$ cat src/rtl/sid_arb_pkg.sv
// Shared constants and encodings for the SID write arbiter.
// Optional build macro used by the top level: SID_ARB_SHADOW_EN.
package sid_arb_pkg;

   localparam int ADDR_W_DEF = 5;

   // A host address byte has bit 7 set and bits 6:5 clear.
   localparam logic [7:0] ADDR_MARK = 8'h80;
   localparam logic [7:0] RSV_MASK  = 8'h60;

   typedef enum logic {
      PS_ADDR,
      PS_DATA
   } ps_t;

   typedef enum logic [1:0] {
      SRC_NONE,
      SRC_BUS,
      SRC_PEND,
      SRC_HOST
   } src_t;

endpackage

$ cat src/rtl/sid_arb_fifo.sv
// Synchronous FIFO for parsed host register writes.
// DEPTH must be a power of two so the pointers wrap naturally.
module sid_arb_fifo #(
   parameter int WIDTH = 13,
   parameter int DEPTH = 8
) (
   input  logic                     clk,
   input  logic                     rst_n,
   input  logic                     push,
   input  logic [WIDTH-1:0]         push_data,
   input  logic                     pop,
   output logic [WIDTH-1:0]         pop_data,
   output logic                     full,
   output logic                     empty,
   output logic [$clog2(DEPTH):0]   level
);

   localparam int PTR_W = $clog2(DEPTH);

   logic [WIDTH-1:0] mem [DEPTH];
   logic [PTR_W-1:0] wr_ptr_reg;
   logic [PTR_W-1:0] rd_ptr_reg;
   logic [PTR_W:0]   level_reg;

   // Storage carries no reset; only the pointers define valid contents.
   always_ff @(posedge clk) begin
      if (push)
         mem[wr_ptr_reg] <= push_data;
   end

   always_ff @(posedge clk or negedge rst_n) begin
      if (!rst_n) begin
         wr_ptr_reg <= '0;
         rd_ptr_reg <= '0;
         level_reg  <= '0;
      end else begin
         if (push)
            wr_ptr_reg <= wr_ptr_reg + 1'b1;
         if (pop)
            rd_ptr_reg <= rd_ptr_reg + 1'b1;
         case ({push, pop})
            2'b10:   level_reg <= level_reg + 1'b1;
            2'b01:   level_reg <= level_reg - 1'b1;
            default: level_reg <= level_reg;
         endcase
      end
   end

   assign pop_data = mem[rd_ptr_reg];
   assign full     = (level_reg == (PTR_W+1)'(DEPTH));
   assign empty    = (level_reg == '0);
   assign level    = level_reg;

endmodule

$ cat src/rtl/sid_write_arbiter.sv
// Merges C64 bus writes and host (addr,data) byte pairs onto the SID write port,
// one write per clk_en slot, bus first. Macro SID_ARB_SHADOW_EN adds a readable shadow copy.
module sid_write_arbiter
   import sid_arb_pkg::*;
#(
   parameter int FIFO_DEPTH = 8,
   parameter int ADDR_W     = sid_arb_pkg::ADDR_W_DEF
) (
   input  logic                          clk,
   input  logic                          rst_n,
   input  logic                          clk_en,
   input  logic                          bus_we,
   input  logic [ADDR_W-1:0]             bus_addr,
   input  logic [7:0]                    bus_wdata,
   input  logic [7:0]                    host_data,
   input  logic                          host_valid,
   output logic                          host_ready,
   output logic                          sid_clk_en,
   output logic                          sid_we,
   output logic [ADDR_W-1:0]             sid_addr,
   output logic [7:0]                    sid_wdata,
   output logic                          host_err,
   output logic                          bus_overrun,
   input  logic                          err_clr,
`ifdef SID_ARB_SHADOW_EN
   input  logic [ADDR_W-1:0]             shadow_raddr,
   output logic [7:0]                    shadow_rdata,
`endif
   output logic [$clog2(FIFO_DEPTH):0]   fifo_level
);

   ps_t               state_reg, state_next;
   src_t              src;
   logic [ADDR_W-1:0] haddr_reg;
   logic              host_xfer, addr_ok, host_err_set, overrun_set;
   logic              fifo_push, fifo_pop, fifo_full, fifo_empty;
   logic [ADDR_W+7:0] fifo_rdata;
   logic              pend_valid_reg;
   logic [ADDR_W-1:0] pend_addr_reg, sel_addr;
   logic [7:0]        pend_data_reg, sel_data;

   assign host_xfer    = host_valid && host_ready;
   assign addr_ok      = (host_data & (ADDR_MARK | RSV_MASK)) == ADDR_MARK;
   assign host_err_set = host_xfer && (state_reg == PS_ADDR) && !addr_ok;
   // Off-slot writes never coincide with a slot, so a valid pending entry is always lost here.
   assign overrun_set  = bus_we && !clk_en && pend_valid_reg;

   always_ff @(posedge clk or negedge rst_n) begin
      if (!rst_n)
         state_reg <= PS_ADDR;
      else
         state_reg <= state_next;
   end

   always_comb begin
      state_next = state_reg;
      case (state_reg)
         PS_ADDR: if (host_xfer && addr_ok) state_next = PS_DATA;
         PS_DATA: if (host_xfer)            state_next = PS_ADDR;
         default: state_next = PS_ADDR;
      endcase
   end

   always_comb begin
      host_ready = (state_reg == PS_ADDR) || !fifo_full;
      fifo_push  = host_xfer && (state_reg == PS_DATA);
   end

   always_ff @(posedge clk or negedge rst_n) begin
      if (!rst_n)
         haddr_reg <= '0;
      else if ((state_reg == PS_ADDR) && host_xfer && addr_ok)
         haddr_reg <= host_data[ADDR_W-1:0];
   end

   sid_arb_fifo #(
      .WIDTH (ADDR_W + 8),
      .DEPTH (FIFO_DEPTH)
   ) u_fifo (
      .clk       (clk),
      .rst_n     (rst_n),
      .push      (fifo_push),
      .push_data ({haddr_reg, host_data}),
      .pop       (fifo_pop),
      .pop_data  (fifo_rdata),
      .full      (fifo_full),
      .empty     (fifo_empty),
      .level     (fifo_level)
   );

   always_comb begin
      src      = SRC_NONE;
      sel_addr = bus_addr;
      sel_data = bus_wdata;
      if (bus_we) begin
         src = SRC_BUS;
      end else if (pend_valid_reg) begin
         src      = SRC_PEND;
         sel_addr = pend_addr_reg;
         sel_data = pend_data_reg;
      end else if (!fifo_empty) begin
         src      = SRC_HOST;
         sel_addr = fifo_rdata[ADDR_W+7:8];
         sel_data = fifo_rdata[7:0];
      end
   end

   assign fifo_pop = clk_en && (src == SRC_HOST);

   always_ff @(posedge clk or negedge rst_n) begin
      if (!rst_n) begin
         pend_valid_reg <= 1'b0;
         pend_addr_reg  <= '0;
         pend_data_reg  <= '0;
      end else if (bus_we && !clk_en) begin
         pend_valid_reg <= 1'b1;
         pend_addr_reg  <= bus_addr;
         pend_data_reg  <= bus_wdata;
      end else if (clk_en && (src == SRC_PEND)) begin
         pend_valid_reg <= 1'b0;
      end
   end

   always_ff @(posedge clk or negedge rst_n) begin
      if (!rst_n) begin
         sid_clk_en <= 1'b0;
         sid_we     <= 1'b0;
         sid_addr   <= '0;
         sid_wdata  <= '0;
      end else begin
         sid_clk_en <= clk_en;
         sid_we     <= clk_en && (src != SRC_NONE);
         if (clk_en && (src != SRC_NONE)) begin
            sid_addr  <= sel_addr;
            sid_wdata <= sel_data;
         end
      end
   end

   // A new error event outranks a simultaneous clear.
   always_ff @(posedge clk or negedge rst_n) begin
      if (!rst_n) begin
         host_err    <= 1'b0;
         bus_overrun <= 1'b0;
      end else begin
         if (host_err_set)  host_err <= 1'b1;
         else if (err_clr)  host_err <= 1'b0;
         if (overrun_set)   bus_overrun <= 1'b1;
         else if (err_clr)  bus_overrun <= 1'b0;
      end
   end

`ifdef SID_ARB_SHADOW_EN
   localparam int SH_N = 1 << ADDR_W;
   logic [7:0] shadow_mem [SH_N];

   genvar gi;
   generate
      for (gi = 0; gi < SH_N; gi++) begin : g_shadow
         always_ff @(posedge clk or negedge rst_n) begin
            if (!rst_n)
               shadow_mem[gi] <= '0;
            else if (sid_we && (sid_addr == ADDR_W'(gi)))
               shadow_mem[gi] <= sid_wdata;
         end
      end
   endgenerate

   always_ff @(posedge clk or negedge rst_n) begin
      if (!rst_n)
         shadow_rdata <= '0;
      else
         shadow_rdata <= shadow_mem[shadow_raddr];
   end
`endif

endmodule

$ cat config.mk
export PLATFORM = sky130hd
export DESIGN_NAME = sid_write_arbiter
export DESIGN_NICKNAME = d
export VERILOG_FILES = /design/src/rtl/sid_arb_pkg.sv /design/src/rtl/sid_arb_fifo.sv /design/src/rtl/sid_write_arbiter.sv
export SDC_FILE = /design/constraint.sdc
export NUM_CORES = 1
export LEC_CHECK = 0
export BUFFER_PORTS_ARGS = -buffer_cell sky130_fd_sc_hd__buf_2
export CORE_AREA = 2 2 105 107
export DETAILED_ROUTE_END_ITERATION = 12
export DIE_AREA = 0 0 107 109
export PLACE_DENSITY_LB_ADDON = 0.1
export SLEW_MARGIN = 10
export SYNTH_ARGS = -nofsm -noshare
export SYNTH_HDL_FRONTEND = slang
export SYNTH_SLANG_ARGS = --single-unit
$ cat constraint.sdc
create_clock -name clk -period 4.75 [get_ports clk]
set_input_delay 0.95 -clock clk [delete_from_list [all_inputs] [get_ports clk]]
set_output_delay 0.95 -clock clk [all_outputs]
set_load 0.05 [all_outputs]
# After elaboration in Yosys (flattened, before gate mapping)
# Memories as Yosys holds them, arrays and structs flattened.
# Index checks and enable logic that the tools add are counted.
# totals
out_inout_bits	22
in_bits	27
ff_bits	47
ramBits	104
mem_count	1
elab_cells	67
# classes
eq_ne	6
add_sub_neg	4
bitwise_logic	1
reduce_logical	21
n_mux	20
# mem_list
name	depth	word_bits	read_ports	rd_clocked_by_memory_dff	wr	line_no	text
u_fifo.mem	8	13	1	0	1	sid_arb_fifo.sv:20	logic [WIDTH-1:0] mem [DEPTH];
# ops
operator	n
$mux 8	3
$mux 5	3
$logic_and 1x1->1	11
$reduce_bool 2->1	5
$mux 1	9
$pmux 4 s2	1
$add 3x1->3 const B	2
$eq 2x2->1 const B	3
$mux 2	3
$add 4x1->4 const B	1
$eq 4x4->1 const B	1
$logic_not 4->1	1
$sub 4x1->4 const B	1
$eq 3x3->1 const B	1
$logic_not 1->1	3
$eq 2x1->1 const B	1
$pmux 1 s2	1
$logic_or 1x1->1	1
$not 1->1	1

# Logic depth before layout (Yosys ltp)
# logic_depth
depth_word	8
ltp_mapped	9
depth_no_buf	9

# Hierarchy
# Synthesis repeated with hierarchy kept, for this count alone.
# unflattened
hier_cells	342
hier_area_um2	6341.1
# modules_own_cells
module	cells_per_inst	n_inst	area_each_um2	seq_area_each_um2
sid_arb_fifo	204	1	4566.9	3373.2
sid_write_arbiter	138	1	1774.2	925.9

# Worst setup path after synthesis
# Ideal clock, no wire load.
# synth_path
path_type	input-to-reg
start	input host_valid
end	memory u_fifo.mem[0][0] (enable)
setup_ps	400
path_buffers	0
required_time_ps	4350
t_arrival_ps	2324
setup_slack_ps	2026
cell_stages	4
cell_sequence	nand2_1 -> a21oi_2 -> nand2b_1 -> nor3_1
# synth_between
elab_chain_len	4
# synth_lines
item	line_no	text
start: declaration	sid_write_arbiter.sv:16	input logic host_valid,
$logic_and 1x1->1	sid_write_arbiter.sv:42	assign host_xfer = host_valid && host_ready;
$logic_and 1x1->1	sid_write_arbiter.sv:66	fifo_push = host_xfer && (state_reg == PS_DATA);
$mux 1	sid_arb_fifo.sv:27	if (push)
$mux 1 (not written as such)	sid_arb_fifo.sv:28	mem[wr_ptr_reg] <= push_data;
end: declaration	sid_arb_fifo.sv:20	
# No other way between the ends.

# Final worst setup path
# layout_path
start	register u_fifo.level_reg[0], in the netlist u_fifo.level[0]
end	output host_ready
# layout_between
elab_chain_len	3
# layout_lines
item	line_no	text
start: declaration	sid_arb_fifo.sv:23	logic [PTR_W:0] level_reg;
start signal: assignment	sid_arb_fifo.sv:42	2'b10: level_reg <= level_reg + 1'b1;
start signal: assignment	sid_arb_fifo.sv:43	2'b01: level_reg <= level_reg - 1'b1;
start signal: assignment	sid_arb_fifo.sv:44	default: level_reg <= level_reg;
$eq 4x4->1	sid_arb_fifo.sv:50	assign full = (level_reg == (PTR_W+1)'(DEPTH));
$logic_not 1->1	sid_write_arbiter.sv:65	host_ready = (state_reg == PS_ADDR) || !fifo_full;
$logic_or 1x1->1	sid_write_arbiter.sv:65	
end: declaration	sid_write_arbiter.sv:17	output logic host_ready,
# No other way between the ends.

==> out/qor.txt <==
FF+latch count, synth = 151
Synth cell types = 35
Yosys warning count = 0
Most common cell in the synthesized netlist = edfxtp_1
P_int = 2.74 mW
Clk root buf = clkbuf_8
Final setup TNS = 0 ns
Ranking of synthesized cells by area = edfxtp_1, dfrtp_1, mux2i_1, mux2_2, o22ai_1
Routed via count = 3,462
Final Slew Violations = 0
Sw frac = 34.3%
Area grow syn2layout = 13.8%
TritonRoute pass-1 iters = 5
Share of layout cells above drive strength 1 = 22.6%
Post-synth top area share = 50.5%
Fin crit period = 2.66 ns
Hold WC Path Type = flip-flop to flip-flop
Status = finished, final reports clean
RSZ-0062 raised after global routing = no
Number of port buffers = 48
Tcrit/Tclk final = 55.9%
Die area = 0.0117 mm^2
Row count = 38
Detailed Route Iter0 Violations = 252
Total track usage = 21.8%
Die width = 107 um
Post-Route WL = 11,800 um
Power per Cell Area = 594 mW/mm^2
H-tree Lvls = 4
DRC Markers = 0
CP Data Required Time = 3.80 ns
Clock sink total = 151
Final HPWL DP = 7840 um
MaxCap Viol Count = 0
Seq pwr share = 43.3%
WL/cell = 19.2 um
Peak VDD IR = 298 uV
Vias in the first global route = 3,473
RePlAce Congestion = 0.810
Seq/Total Area, Yosys = 69.5%
Slew @ Worst Pin = 1.16 ns
Global-route wire length before repair = 18,300 um
Starting Density = 58.4%
Mapped cell area = 0.00619 mm^2
Clock latency on the worst-skew pair = 0.52 ns
Top_reg_cell synth = edfxtp_1
Num CTS Buffers = 17
Layout Cell Area excl Fill = 0.00704 mm^2
Leak Pwr = 2.70 nW
Final setup viols = 0
Initial antenna violation count = 0
Most frequent cells after synthesis = edfxtp_1, mux2i_1, dfrtp_1
Final Skew = 0.00850 ns
Final #Nets = 493
Grt ovf = 0
Post-CTS setup buffer count = 0
Core box area = 0.0106 mm^2
N_diodes = 0
Dpl cell area = 0.00651 mm^2
Max FO, Critical Path = 6
Switching power = 1.43 mW
Syn nets = 444
Avg Synthesized Cell Area = 15.1 um^2
Arrival time at the worst endpoint = 1.71 ns
Worst setup SP type = flip-flop
Die height = 109 um
# hold bufs at CTS = 0
CTS clock-pin slew for the worst setup and hold paths = 0.06 ns
Worst setup EP type = primary output
Max reg flops = 104
FMAX = 376 MHz
Post-route ant nets = 0
CTS tree = done
I/O Pins = 49
CTS max path bufs = 2
Leading area contributor after synthesis = edfxtp_1
Post-synthesis async set-or-reset flop share = 31.1%
Slew HR = 22.1%
Clock network fraction of total power = 28.3%
Synth Instances = 411
Combinational fraction of design power = 28.4%
Routed vias/inst = 5.65
Number of synthesized flops with an enable pin = 104
Layout Utilization = 66.4%
Hold Violations, Final = 0
Setup CP Type = flip-flop to primary output
Post_cts resized = 0
Largest net degree at the start of global routing = 48
critical path, cell delays in order (launching register included):
cell     delay [ns]
dfrtp_1        0.48
nor3_1         0.36
nand3_1        0.12
buf_2          0.23
through the flow:
step | hold slack, ns | power, mW | setup WS, ns | instances
after floorplan | 0.479 | 2.72 | 2.03 | 411
after global placement | 0.470 | 2.98 | 1.79 | 581
after detailed placement | 0.471 | 3.02 | 1.67 | 581
after CTS | 0.487 | 4.20 | 2.08 | 613
after global routing | 0.510 | 4.37 | 1.88 | 613
final | 0.484 | 4.18 | 2.09 | 613
per-layer routing:
layer / vias to the layer above / share of wire [%] / track usage (%) / wire length, um
met5: - / 0 / 0 / 0
met4: 0 / 0.45 / 7.24 / 53
met3: 4 / 4.5 / 4.96 / 536
met2: 69 / 48 / 34.5 / 5690
met1: 1736 / 47 / 30.3 / 5510
li1: 1653 / - / - / -
final cells by class:
| type | instances | area [um^2] |
|---|---|---|
| repair buffers | 50 | 255 |
| clock inverters | 13 | 105 |
| fillers | 768 | 3560 |
| clock buffers | 19 | 422 |
| multi-input cells | 221 | 1710 |
| well taps | 140 | 175 |
| inverters | 19 | 71.3 |
| flip-flops and latches | 151 | 4300 |
worst paths after layout:
| kind | cells after the start | start | slack (ns) | end |
|---|---|---|---|---|
| min in group asynchronous | 1 | rst_n | 0.63 | pend_data_reg[7]$_DFFE_PN0P_ |
| hold / removal | 1 | host_err$_DFFE_PN0P_ | 0.48 | host_err$_DFFE_PN0P_ |
| setup reg to reg | 4 | u_fifo.level[0]$_DFFE_PN0P_ | 2.19 | u_fifo.mem[5][11]$_DFFE_PP_ |
| max in group asynchronous | 1 | rst_n | 3.45 | sid_addr[3]$_DFFE_PN0P_ |
| hold reg to reg | 1 | host_err$_DFFE_PN0P_ | 0.48 | host_err$_DFFE_PN0P_ |
| setup / recovery | 3 | u_fifo.level[0]$_DFFE_PN0P_ | 2.09 | host_ready |
placed cells by master, fill, tap and decap left out, drive strengths merged, types with 4 or more instances in the layout:
master,n
nor2,23
a31oi,13
ha,5
xnor2,4
clkbuf,19
clkinv,5
a21oi,17
mux2i,54
dfrtp,47
nand2,8
o21ai,14
edfxtp,104
nand2b,6
inv,21
clkinvlp,5
o22ai,26
a22oi,13
mux2,20
buf,50
power by group through the flow:
stage / Sequential (mW) / Combinational [mW] / Clock [mW]
2_1_floorplan: 1.99 / 0.724 / 0
3_3_place_gp: 1.82 / 1.16 / 0
3_5_place_dp: 1.83 / 1.18 / 0
4_1_cts: 1.81 / 1.19 / 1.20
5_1_grt: 1.84 / 1.28 / 1.26
6_report: 1.81 / 1.19 / 1.18
cell families after synthesis:
group | synth area share [%]
AO/OA/AOI/OAI | 8.57
adder cells (fa/ha/maj) | 1.50
buffers and inverters | 3.13
multiplexers | 12.4
AND/OR/NAND/NOR | 3.98
flip-flops | 69.5
XOR/XNOR | 0.991
Note: power is estimated with default switching activity, not from simulation.
